### config.mk
export PLATFORM = sky130hd
export DESIGN_NAME = adc_acq_seq_flat
export DESIGN_NICKNAME = d
export VERILOG_FILES = /design/src/rtl/adc_acq_seq_if.sv /design/src/rtl/adc_acq_seq.sv /design/src/flat_wrapper.sv
export SDC_FILE = /design/constraint.sdc
export NUM_CORES = 1
export LEC_CHECK = 0
export ABC_AREA = 1
export CORE_MARGIN = 8
export CORE_UTILIZATION = 58
export CTS_BUF_LIST = sky130_fd_sc_hd__clkbuf_16
export DETAILED_ROUTE_END_ITERATION = 6
export PLACE_DENSITY = 0.88
export SETUP_SLACK_MARGIN = 0.4
export SLEW_MARGIN = 20
export SYNTH_ARGS = -nofsm -noshare
export SYNTH_HDL_FRONTEND = slang
export SYNTH_SLANG_ARGS = --single-unit
### constraint.sdc
create_clock -name CLK -period 9.8 [get_ports CLK]
set_clock_uncertainty 0.15 [all_clocks]
set_input_delay 1.96 -clock CLK [delete_from_list [all_inputs] [get_ports CLK]]
set_output_delay 1.96 -clock CLK [all_outputs]
set_load 0.005 [all_outputs]
### src/rtl/adc_acq_seq_if.sv
// adc_acq_seq_if
//   Pin/bus bundle between the acquisition sequencer and its surroundings:
//   the shared ADC control pins, the per-channel ADC returns, and the
//   sample-memory write port.
//
//   Signals
//     ADCS       chip select to all ADCs, active low
//     ADCNVST    convert start, active low
//     ADSCLK     serial clock to all ADCs
//     ADSDOUT    [NCH]     serial data, channel i on bit i
//     ADBUSY     [NCH]     conversion busy, channel i on bit i
//     MEM_WE     sample memory write strobe
//     MEM_ADDR   [ADDR_W]  write address
//     MEM_WDATA  [DATA_W]  write data
//
//   Modports
//     master  the sequencer (drives ADC control and memory port)
//     slave   the ADCs/memory side
interface adc_acq_seq_if #(
  parameter int NCH    = 2,
  parameter int DATA_W = 18,
  parameter int ADDR_W = 14
);
  logic              ADCS;
  logic              ADCNVST;
  logic              ADSCLK;
  logic [NCH-1:0]    ADSDOUT;
  logic [NCH-1:0]    ADBUSY;
  logic              MEM_WE;
  logic [ADDR_W-1:0] MEM_ADDR;
  logic [DATA_W-1:0] MEM_WDATA;

  modport master (
    output ADCS, ADCNVST, ADSCLK, MEM_WE, MEM_ADDR, MEM_WDATA,
    input  ADSDOUT, ADBUSY
  );

  modport slave (
    input  ADCS, ADCNVST, ADSCLK, MEM_WE, MEM_ADDR, MEM_WDATA,
    output ADSDOUT, ADBUSY
  );
endinterface

### src/rtl/adc_acq_seq.sv
// adc_acq_seq
//   Multi-channel acquisition sequencer for AD7643-class serial ADCs.
//   Each frame pulses CNVST, waits for BUSY to drop (with timeout), clocks
//   DATA_W bits from all channels in parallel (MSB first) and writes one
//   word per channel into the sample memory. One-shot and ring modes, with
//   a programmable CNVST-to-CNVST period.
//
//   Optional build macro AVG_EN: adds AVG_LOG2 and stores the mean of
//   2^AVG_LOG2 conversions per channel instead of every conversion.
//
//   Ports
//     CLK, RSTN   clock, asynchronous active-low reset
//     START       pulse: begin acquisition (IDLE only)
//     STOP        pulse: stop after the current frame
//     CONT        1 = ring mode, 0 = one-shot (sampled at START)
//     NFRAMES     one-shot frame count (sampled at START)
//     PERIOD      CLK cycles between CNVST falling edges
//     AVG_LOG2    (AVG_EN only) log2 of conversions averaged per frame
//     bus         ADC pins and memory write port (master modport)
//     RUN         high while not IDLE
//     DONE        one-cycle pulse at end of run
//     WRAP, TMO   sticky: ring wrapped / BUSY timeout, cleared by START
//     FRAME_CNT   frames stored since START
module adc_acq_seq #(
  parameter int NCH      = 2,
  parameter int DATA_W   = 18,
  parameter int ADDR_W   = 14,
  parameter int CNV_LO   = 4,
  parameter int SCLK_DIV = 2,
  parameter int BUSY_TO  = 255
) (
  input  logic              CLK,
  input  logic              RSTN,
  input  logic              START,
  input  logic              STOP,
  input  logic              CONT,
  input  logic [ADDR_W-1:0] NFRAMES,
  input  logic [15:0]       PERIOD,
`ifdef AVG_EN
  input  logic [2:0]        AVG_LOG2,
`endif
  adc_acq_seq_if.master     bus,
  output logic              RUN,
  output logic              DONE,
  output logic              WRAP,
  output logic              TMO,
  output logic [ADDR_W-1:0] FRAME_CNT
);

  localparam int CMAX0 = (BUSY_TO > CNV_LO - 1) ? BUSY_TO : CNV_LO - 1;
  localparam int CMAX  = (CMAX0 > NCH - 1) ? CMAX0 : NCH - 1;
  localparam int CW    = $clog2(CMAX + 1);
  localparam int HW    = $clog2(2 * SCLK_DIV);
  localparam int BW    = $clog2(DATA_W);

  typedef enum logic [2:0] {
    S_IDLE,
    S_CNV,
    S_WAITB,
    S_SHIFT,
    S_STORE,
    S_GAP
  } state_t;

  state_t            state, state_nx;

  logic [CW-1:0]     cnt;        // CNV width / BUSY wait / STORE channel
  logic [HW-1:0]     hcnt;       // position within one SCLK period
  logic [BW-1:0]     bcnt;       // bit index within the word
  logic [15:0]       pcnt;       // cycles since CNVST fall, saturating
  logic [ADDR_W-1:0] mem_addr;
  logic              cont_l;
  logic [ADDR_W-1:0] nfr_l;
  logic              stop_pend;

  logic [NCH-1:0]    sdo_m, sdo_s;
  logic [NCH-1:0]    bsy_m, bsy_s;
  logic [DATA_W-1:0] sr [NCH];

  logic              busy_expire;
  logic              bit_cap;
  logic              shift_last;
  logic              store_last;
  logic              group_last;
  logic              period_ok;
  logic              fits;
  logic              end_run;
  logic [ADDR_W+1:0] room_end;
  logic [ADDR_W-1:0] frame_cnt_nx;
  logic [DATA_W-1:0] wdata;

`ifdef AVG_EN
  localparam int AW = DATA_W + 7;
  logic [2:0]        avg_l;
  logic [6:0]        avg_cnt;
  logic [7:0]        grp_n;
  logic [AW-1:0]     acc [NCH];
  logic [AW-1:0]     sum [NCH];
  logic [DATA_W-1:0] res [NCH];

  assign grp_n      = 8'd1 << avg_l;
  assign group_last = ({1'b0, avg_cnt} == (grp_n - 8'd1));

  // Sum includes the bit captured on this very cycle so the mean is ready
  // without an extra pipeline cycle.
  always_comb begin
    for (int unsigned i = 0; i < NCH; i++) begin
      sum[i] = acc[i] + AW'({sr[i][DATA_W-2:0], sdo_s[i]});
    end
  end
`else
  assign group_last = 1'b1;
`endif

  assign busy_expire  = (cnt == CW'(BUSY_TO));
  assign bit_cap      = (state == S_SHIFT) && (hcnt == HW'(2 * SCLK_DIV - 1));
  assign shift_last   = bit_cap && (bcnt == BW'(DATA_W - 1));
  assign store_last   = (state == S_STORE) && (cnt == CW'(NCH - 1));
  assign period_ok    = ((17'(pcnt) + 17'd1) >= 17'(PERIOD));
  assign frame_cnt_nx = FRAME_CNT + ADDR_W'(1);

  // Next frame fits in one-shot mode if addresses mem_addr+1 .. mem_addr+NCH
  // all stay within the memory.
  assign room_end = {2'b00, mem_addr} + (ADDR_W+2)'(NCH + 1);
  assign fits     = (room_end <= (ADDR_W+2)'(2 ** ADDR_W));
  assign end_run  = store_last &&
                    ((!cont_l && ((frame_cnt_nx == nfr_l) || !fits)) ||
                     stop_pend || STOP);

  always_comb begin
    state_nx = state;
    unique case (state)
      S_IDLE:  if (START && (CONT || (NFRAMES != '0))) state_nx = S_CNV;
      S_CNV:   if (cnt == CW'(CNV_LO - 1)) state_nx = S_WAITB;
      S_WAITB: if ((bsy_s == '0) || busy_expire) state_nx = S_SHIFT;
      S_SHIFT: if (shift_last) state_nx = group_last ? S_STORE : S_GAP;
      S_STORE: if (store_last) state_nx = end_run ? S_IDLE : S_GAP;
      S_GAP:   if (period_ok) state_nx = S_CNV;
      default: state_nx = S_IDLE;
    endcase
  end

  always_comb begin
    wdata = '0;
    if (state == S_STORE) begin
      for (int unsigned i = 0; i < NCH; i++) begin
        if (cnt == CW'(i)) begin
`ifdef AVG_EN
          wdata = res[i];
`else
          wdata = sr[i];
`endif
        end
      end
    end
  end

  // ADC pins decode straight from state so an asynchronous reset releases
  // them in the same instant.
  assign bus.ADCS      = !((state == S_CNV) || (state == S_WAITB) || (state == S_SHIFT));
  assign bus.ADCNVST   = (state != S_CNV);
  assign bus.ADSCLK    = (state == S_SHIFT) && (hcnt >= HW'(SCLK_DIV));
  assign bus.MEM_WE    = (state == S_STORE);
  assign bus.MEM_ADDR  = mem_addr;
  assign bus.MEM_WDATA = wdata;
  assign RUN           = (state != S_IDLE);

  always_ff @(posedge CLK or negedge RSTN) begin
    if (!RSTN) begin
      state     <= S_IDLE;
      cnt       <= '0;
      hcnt      <= '0;
      bcnt      <= '0;
      pcnt      <= '0;
      mem_addr  <= '0;
      cont_l    <= 1'b0;
      nfr_l     <= '0;
      stop_pend <= 1'b0;
      sdo_m     <= '0;
      sdo_s     <= '0;
      bsy_m     <= '0;
      bsy_s     <= '0;
      DONE      <= 1'b0;
      WRAP      <= 1'b0;
      TMO       <= 1'b0;
      FRAME_CNT <= '0;
      for (int unsigned i = 0; i < NCH; i++) sr[i] <= '0;
`ifdef AVG_EN
      avg_l   <= '0;
      avg_cnt <= '0;
      for (int unsigned i = 0; i < NCH; i++) begin
        acc[i] <= '0;
        res[i] <= '0;
      end
`endif
    end else begin
      state <= state_nx;
      DONE  <= 1'b0;
      sdo_m <= bus.ADSDOUT;
      sdo_s <= sdo_m;
      bsy_m <= bus.ADBUSY;
      bsy_s <= bsy_m;

      if (state_nx != state) begin
        cnt <= '0;
      end else if ((state == S_CNV) || (state == S_WAITB) || (state == S_STORE)) begin
        cnt <= cnt + CW'(1);
      end

      if ((state_nx == S_CNV) && (state != S_CNV)) begin
        pcnt <= '0;
      end else if (pcnt != '1) begin
        pcnt <= pcnt + 16'd1;
      end

      if (state != S_SHIFT) begin
        hcnt <= '0;
        bcnt <= '0;
      end else if (bit_cap) begin
        hcnt <= '0;
        bcnt <= bcnt + BW'(1);
      end else begin
        hcnt <= hcnt + HW'(1);
      end

      if (bit_cap) begin
        for (int unsigned i = 0; i < NCH; i++) begin
          sr[i] <= {sr[i][DATA_W-2:0], sdo_s[i]};
        end
      end

      if ((state == S_IDLE) && START) begin
        cont_l    <= CONT;
        nfr_l     <= NFRAMES;
        WRAP      <= 1'b0;
        TMO       <= 1'b0;
        FRAME_CNT <= '0;
        mem_addr  <= '0;
        if (!CONT && (NFRAMES == '0)) DONE <= 1'b1;
      end

      if (state_nx == S_IDLE) begin
        stop_pend <= 1'b0;
      end else if (STOP && (state != S_IDLE)) begin
        stop_pend <= 1'b1;
      end

      if ((state == S_WAITB) && (bsy_s != '0) && busy_expire) TMO <= 1'b1;

      if (state == S_STORE) begin
        mem_addr <= mem_addr + ADDR_W'(1);
        if (cont_l && (mem_addr == '1)) WRAP <= 1'b1;
      end

      if (store_last) begin
        FRAME_CNT <= frame_cnt_nx;
        if (end_run) DONE <= 1'b1;
      end

`ifdef AVG_EN
      if ((state == S_IDLE) && START) begin
        avg_l   <= AVG_LOG2;
        avg_cnt <= '0;
        for (int unsigned i = 0; i < NCH; i++) acc[i] <= '0;
      end else if (shift_last) begin
        avg_cnt <= group_last ? 7'd0 : avg_cnt + 7'd1;
        for (int unsigned i = 0; i < NCH; i++) begin
          if (group_last) begin
            res[i] <= DATA_W'(sum[i] >> avg_l);
            acc[i] <= '0;
          end else begin
            acc[i] <= sum[i];
          end
        end
      end
`endif
    end
  end

endmodule
### src/flat_wrapper.sv
// flat-port wrapper written by rule: the top's interface ports become plain ports
module adc_acq_seq_flat 
#(
  parameter int NCH      = 2,
  parameter int DATA_W   = 18,
  parameter int ADDR_W   = 14,
  parameter int CNV_LO   = 4,
  parameter int SCLK_DIV = 2,
  parameter int BUSY_TO  = 255
)
  (CLK, RSTN, START, STOP, CONT, NFRAMES, PERIOD, RUN, DONE, WRAP, TMO, FRAME_CNT, bus_ADCS, bus_ADCNVST, bus_ADSCLK, bus_MEM_WE, bus_MEM_ADDR, bus_MEM_WDATA, bus_ADSDOUT, bus_ADBUSY);
  adc_acq_seq_if #(.NCH(NCH), .DATA_W(DATA_W), .ADDR_W(ADDR_W)) bus_i ();
  input  logic CLK;
  input  logic RSTN;
  input  logic START;
  input  logic STOP;
  input  logic CONT;
  input  logic [ADDR_W-1:0] NFRAMES;
  input  logic [15:0] PERIOD;
  output logic RUN;
  output logic DONE;
  output logic WRAP;
  output logic TMO;
  output logic [ADDR_W-1:0] FRAME_CNT;
  output wire logic [$bits(bus_i.ADCS)-1:0] bus_ADCS;
  output wire logic [$bits(bus_i.ADCNVST)-1:0] bus_ADCNVST;
  output wire logic [$bits(bus_i.ADSCLK)-1:0] bus_ADSCLK;
  output wire logic [$bits(bus_i.MEM_WE)-1:0] bus_MEM_WE;
  output wire logic [$bits(bus_i.MEM_ADDR)-1:0] bus_MEM_ADDR;
  output wire logic [$bits(bus_i.MEM_WDATA)-1:0] bus_MEM_WDATA;
  input wire logic [$bits(bus_i.ADSDOUT)-1:0] bus_ADSDOUT;
  input wire logic [$bits(bus_i.ADBUSY)-1:0] bus_ADBUSY;
  assign bus_ADCS = bus_i.ADCS;
  assign bus_ADCNVST = bus_i.ADCNVST;
  assign bus_ADSCLK = bus_i.ADSCLK;
  assign bus_MEM_WE = bus_i.MEM_WE;
  assign bus_MEM_ADDR = bus_i.MEM_ADDR;
  assign bus_MEM_WDATA = bus_i.MEM_WDATA;
  assign bus_i.ADSDOUT = bus_ADSDOUT;
  assign bus_i.ADBUSY = bus_ADBUSY;
  adc_acq_seq #(.NCH(NCH), .DATA_W(DATA_W), .ADDR_W(ADDR_W), .CNV_LO(CNV_LO), .SCLK_DIV(SCLK_DIV), .BUSY_TO(BUSY_TO)) u_core (.CLK(CLK), .RSTN(RSTN), .START(START), .STOP(STOP), .CONT(CONT), .NFRAMES(NFRAMES), .PERIOD(PERIOD), .bus(bus_i), .RUN(RUN), .DONE(DONE), .WRAP(WRAP), .TMO(TMO), .FRAME_CNT(FRAME_CNT));
endmodule
==> impl_metrics.toml, run 1 <==
[clocking]
hold_buffers = 0
post_cts_resized = 0
cts.sinks = 125
post_cts_buffers = 0
path_clk_slew_ns = 0.05
cts_buffers = 17
cts-root-buf = "clkbuf_16"
clk_path_buf_depth = 2
tritoncts = "yes"
clk_latency_ns = 0.42
h-tree-depth = 4

[placed_design]
io_buffers = 92
placedCellCount = 1161
place_area_um2 = 8250
place.gp.congestion = 0.898
dp_hpwl_um = 12400

[pwr]
swShare_pct = 32.6
internal-power_mw = 1.07
power_frac_comb_pct = 24.6
ir_drop_v = 0.000150
clock_power_share_pct = 36.5
p_leak_nw = 4.01
powerDensity_nw_per_um2 = 180
p_switching_uw = 519
seq_power_share_pct = 38.9

[global_route]
antenna_found_initial = 0
grt_pass1_wl_um = 28900
first_global_vias = 6161
grt_max_degree = 74
grt_overflow = 0
grt_use_total_pct = 22.1

[final_layout]
insertedDiodeCount = 0
layout.nets = 1080
final_cells = 1193
area_growth_pct = 22.6
final_cell_area_um2 = 8820
drive_above_1_share_pct = 7.12
fill_cells = 872

[synthesis]
ys_types = 45
yosys_register_bits = 125
synth_cells = 919
synth-adder-area-share_pct = 4.87
synth.most_common_cell = "nand2_1"
syn_avg_cell_area_um2 = 7.83
synth_compound_area_share_pct = 10.8
synth_xor_area_share_pct = 3.17
synthTopCellsByArea = "dfrtp_1 (43%), nand2_1 (11%), inv_1 (8.0%), o21ai_0 (5.4%), ha_1 (4.9%)"
ys_seq_area_share_pct = 43.5
synth.area.mux_share_pct = 0.139
ys.flop_type = "dfrtp_1"
synth-simple-area-share_pct = 28.1
synth_commonest_cells = "nand2_1 (203), inv_1 (153), dfrtp_1 (125)"
yosysTopAreaCellShare_pct = 43.5
synth_edf_count = 0
syn-num-nets = 986
synth_top_family_by_area = "simple AND/OR/NAND/NOR gates"
synth_area_um2 = 7190
synthArstFlopShare_pct = 100
yosys.area.top_type = "dfrtp_1"
synth_warnings = 0

[critical_path]
worst_setup_path_end_kind = "output port"
cp_max_fo = 26
reg2reg_depth = 20
cp.required_ns = 7.69
crit_arrival_ns = 3.34
crit_type = "reg -> out"
cp-start-kind = "flop"

[sta]
fmax_ghz = 0.184
hold_viol = 0
period_share_pct = 55.6
timing.setup.tns_ns = 0
rsz0062_at_grt = "false"
worst_pin_slew_ns = 0.964
relSlewSlack_pct = 35.6
drv_slew = 0
min_period_ns = 5.45
setup_violations = 0

[drt]
antenna_left = 0
drt_iter0_markers = 643
drc = 0
via_per_inst = 5.40
wl_per_cell_um = 14.5
vias = 6437
routed_wl_um = 17400
drt_pass1_iterations = 5

[die]
ios = 93
die_y_um = 127
initial_core_util_pct = 59.6
die_area_um2 = 16200
die_w_um = 127
num_rows = 40
fp.coreArea_um2 = 12100

[outcome]
status = "complete, no violations"

[flow_run]
max_cap_viol_count = 0

[min_path]
worst_hold_path.num_cells = 0
hold_class = "reg -> reg"
[power by group through the flow]
stage,sequential [mW],combinational (mW),clock [mW]
finish,0.618,0.390,0.581
global placement,0.623,0.372,0
CTS,0.617,0.391,0.584
detailed placement,0.626,0.386,0
global route,0.625,0.444,0.612
floorplan,0.609,0.293,0
[final timing paths]
path,from,to,slack [ns]
setup reg to reg,u_core.pcnt[0],u_core.pcnt[1],6.06
max in group asynchronous,RSTN,u_core.bus.MEM_ADDR[11],6.80
hold / removal,u_core.bsy_m[1],u_core.bsy_s[1],0.20
setup / recovery,u_core.cnt[1],bus_MEM_WDATA[17],4.35
hold reg to reg,u_core.bsy_m[1],u_core.bsy_s[1],0.20
min in group asynchronous,RSTN,u_core.sr[9],1.51
[layer usage]
metal	GRT usage (%)	part of all wire, %	vias up
met2	36.5	48	261
li1	-	-	3150
met1	27.3	42	2997
met4	8.05	1.9	0
met5	0	0	-
met3	6.16	7.4	29
[worst max-delay path, cell delays in order, from the launching register on]
cell	delay, ns
dfrtp_1	0.39
inv_1	0.10
ha_1	0.21
nand2_1	0.11
nor3_1	0.07
nand2_1	0.71
clkinv_1	0.57
nand2_1	0.14
o21ai_0	0.12
clkdlybuf4s50_1	0.49
[cells in the final DEF, fill, tap and decap left out, drive strengths merged, types with 3 or more instances in the layout]
cell type and instances:
nand4 19, nor4 4, clkbuf 17, xor2 20, a31oi 3, nor3 25, clkinv 6, o21ai 79
a21oi 18, inv 160, nand2 215, dfrtp 125, xnor2 6, clkdlybuf4s50 91, nor2 104, buf 5
ha 28, o22ai 9, nand3 54, o32ai 16, nand3b 4
[state kept, by name (all words and copies together) (netlist names), 3 cells and up]
register	count
u_core.bcnt	5
u_core.state	3
u_core.cnt	8
u_core.nfr_l	14
u_core.FRAME_CNT	14
u_core.sr	36
u_core.pcnt	16
u_core.bus.MEM_ADDR	14
[through the flow]
step / power (mW) / hold WS (ns) / util [%] / setup WS (ns)
after CTS: 1.59 / 0.199 / 72.9 / 4.36
after global routing: 1.68 / 0.211 / 73.1 / 4.13
after detailed placement: 1.01 / 0.187 / 68.4 / 4.81
after floorplan: 0.903 / 0.181 / - / 5.82
after global placement: 0.995 / 0.182 / 68.4 / 4.87
final: 1.59 / 0.197 / 73.1 / 4.35
[final cells by class]
class	count	area, um2	share of cell area, %
multi-input cells	617	3390	38.4
flip-flops and latches	125	3130	35.5
repair buffers	96	968	11.0
inverters	156	586	6.64
clock buffers	17	425	4.82
well taps	168	210	2.38
clock inverters	14	116	1.32
[cell families (layout without fill, tap and decap cells)]
family	count (synthesis)	in the layout
DFF	125	125
xor gates and xnor gates	26	26
muxes	1	1
and+or+nand+nor	428	428
buffers and inverters	177	283
AOI/OAI and AO/OA	134	134
adders and majority gates	28	28
Note: power is estimated with default switching activity, not from simulation.
==> run 2: changes to the inputs <==
CORE_UTILIZATION = 56   (was 58)
PLACE_DENSITY = 0.86   (was 0.88)
clock period = 5.6 ns   (was 9.8 ns; I/O delays follow)
==> impl_metrics.toml, run 2 (synthesized netlist as in run 1, its figures left out) <==
[outcome]
status = "complete, no violations"

[critical_path]
timing.rr.end = "u_core.pcnt[0]"
path_delay_family = "buffers and inverters"
critPathSlowestCell = "nand2_1"
critPathLaunch = "u_core.state[1]"
r2r_setup_slack_ns = 1.76
reg2reg_depth = 20
crit_arrival_ns = 3.39
cp_max_fo = 26
crit_type = "reg -> out"
crit_chain = "nor2_1 > inv_1 > nor2_1 > buf_4 > nand2_1 > clkinv_1 > nand2_1 > o21ai_0 > clkdlybuf4s50_1"
cp.required_ns = 4.33
crit_cells = 9
path_buf_inv = 4
slowest_delay_ns = 0.71
worst_setup_path_end_kind = "output port"
cp-start-kind = "flop"
rr_startpoint = "u_core.pcnt[0]"

[placed_design]
placedCellCount = 1168
io_buffers = 92
place.gp.congestion = 0.944
dp_hpwl_um = 12700
place_area_um2 = 8280

[final_layout]
top_regs = "u_core.sr x36, u_core.pcnt x16"
drive_above_1_share_pct = 7.59
mostFrequentLayoutCell = "nand2_1"
largest_reg_flops = 36
final_cells = 1200
area_growth_pct = 23.5
layout.nets = 1082
fill_cells = 931
final_cell_mix = "nand2_1 (203), inv_1 (154), dfrtp_1 (125), clkdlybuf4s50_1 (91), nor2_1 (85)"
insertedDiodeCount = 0
finalCoreUtilization_pct = 70.7
regArea_um2 = 3130
regMostFlops = "u_core.sr"
final_cell_area_um2 = 8880
multiInputGateArea_um2 = 3390

[drt]
wl_per_cell_um = 14.8
drt_pass1_iterations = 5
via_per_inst = 5.39
antenna_left = 0
drc = 0
drt_iter0_markers = 626
vias = 6465
routed_wl_um = 17800

[sta]
setup_violations = 0
drv_slew = 0
worst_pin_slew_ns = 0.947
fmax_ghz = 0.215
min_period_ns = 4.66
timing.setup.tns_ns = 0
period_share_pct = 83.1
relSlewSlack_pct = 36.7
hold_viol = 0
rsz0062_at_grt = "false"

[global_route]
antenna_found_initial = 0
first_global_vias = 6388
grt_use_total_pct = 22.2
grt_pass1_wl_um = 29700
grt_max_degree = 71
grt_overflow = 0

[die]
die_y_um = 129
fp.coreArea_um2 = 12600
initial_core_util_pct = 57.2
ios = 93
num_rows = 41
die_w_um = 129
die_area_um2 = 16700

[min_path]
worst_hold_path.num_cells = 0
hold_class = "reg -> reg"
hold_path_startpoint = "u_core.sdo_m[1]"
holdPathEnd = "u_core.sdo_s[1]"

[flow_run]
max_cap_viol_count = 0

[clocking]
post_cts_resized = 0
post_cts_buffers = 0
cts-root-buf = "clkbuf_16"
cts.sinks = 125
clk_latency_ns = 0.42
h-tree-depth = 4
hold_buffers = 0
clk_path_buf_depth = 2
cts_buffers = 17
path_clk_slew_ns = 0.06
tritoncts = "yes"

[pwr]
design_power_total_mw = 2.90
p_leak_nw = 4.02
ir_drop_v = 0.000184
powerDensity_nw_per_um2 = 327
[run 2: layer usage]
metal  GRT usage, %  part of all wire, %  up-vias
met4           11.4                  3.4        0
met1           26.7                   42     3008
li1               -                    -     3169
met5              0                    0        -
met2           37.3                   49      237
met3           4.15                  6.3       51
[run 2: worst max path at each step]
stage / end / slack [ns]
after global placement: bus_MEM_WDATA[17] / 1.54
after CTS: bus_MEM_WDATA[17] / 0.99
after floorplan: u_core.pcnt[10] / 2.40
final: bus_MEM_WDATA[17] / 0.94
after global routing: bus_MEM_WDATA[17] / 0.71
after detailed placement: bus_MEM_WDATA[17] / 1.45
[run 2: cell type report]
type,count,area share (%)
flip-flops and latches,125,35.2
inverters,156,6.59
clock buffers,17,4.79
well taps,172,2.42
repair buffers,98,10.8
clock inverters,15,2.00
multi-input cells,617,38.1
[run 2: power breakdown]
group          total, mW  switching (mW)  leakage [nW]  internal, mW
registers           1.09          0.0872          1.69         0.999
clock network       1.13           0.396         0.294         0.734
logic              0.685           0.442          2.03         0.243
[run 2: through the flow]
step           setup slack (ns)  hold WS, ns
2_1_floorplan              2.40        0.181
3_3_place_gp               1.54        0.183
3_5_place_dp               1.45        0.186
4_1_cts                   0.992        0.198
5_1_grt                   0.708        0.204
6_report                  0.945        0.195
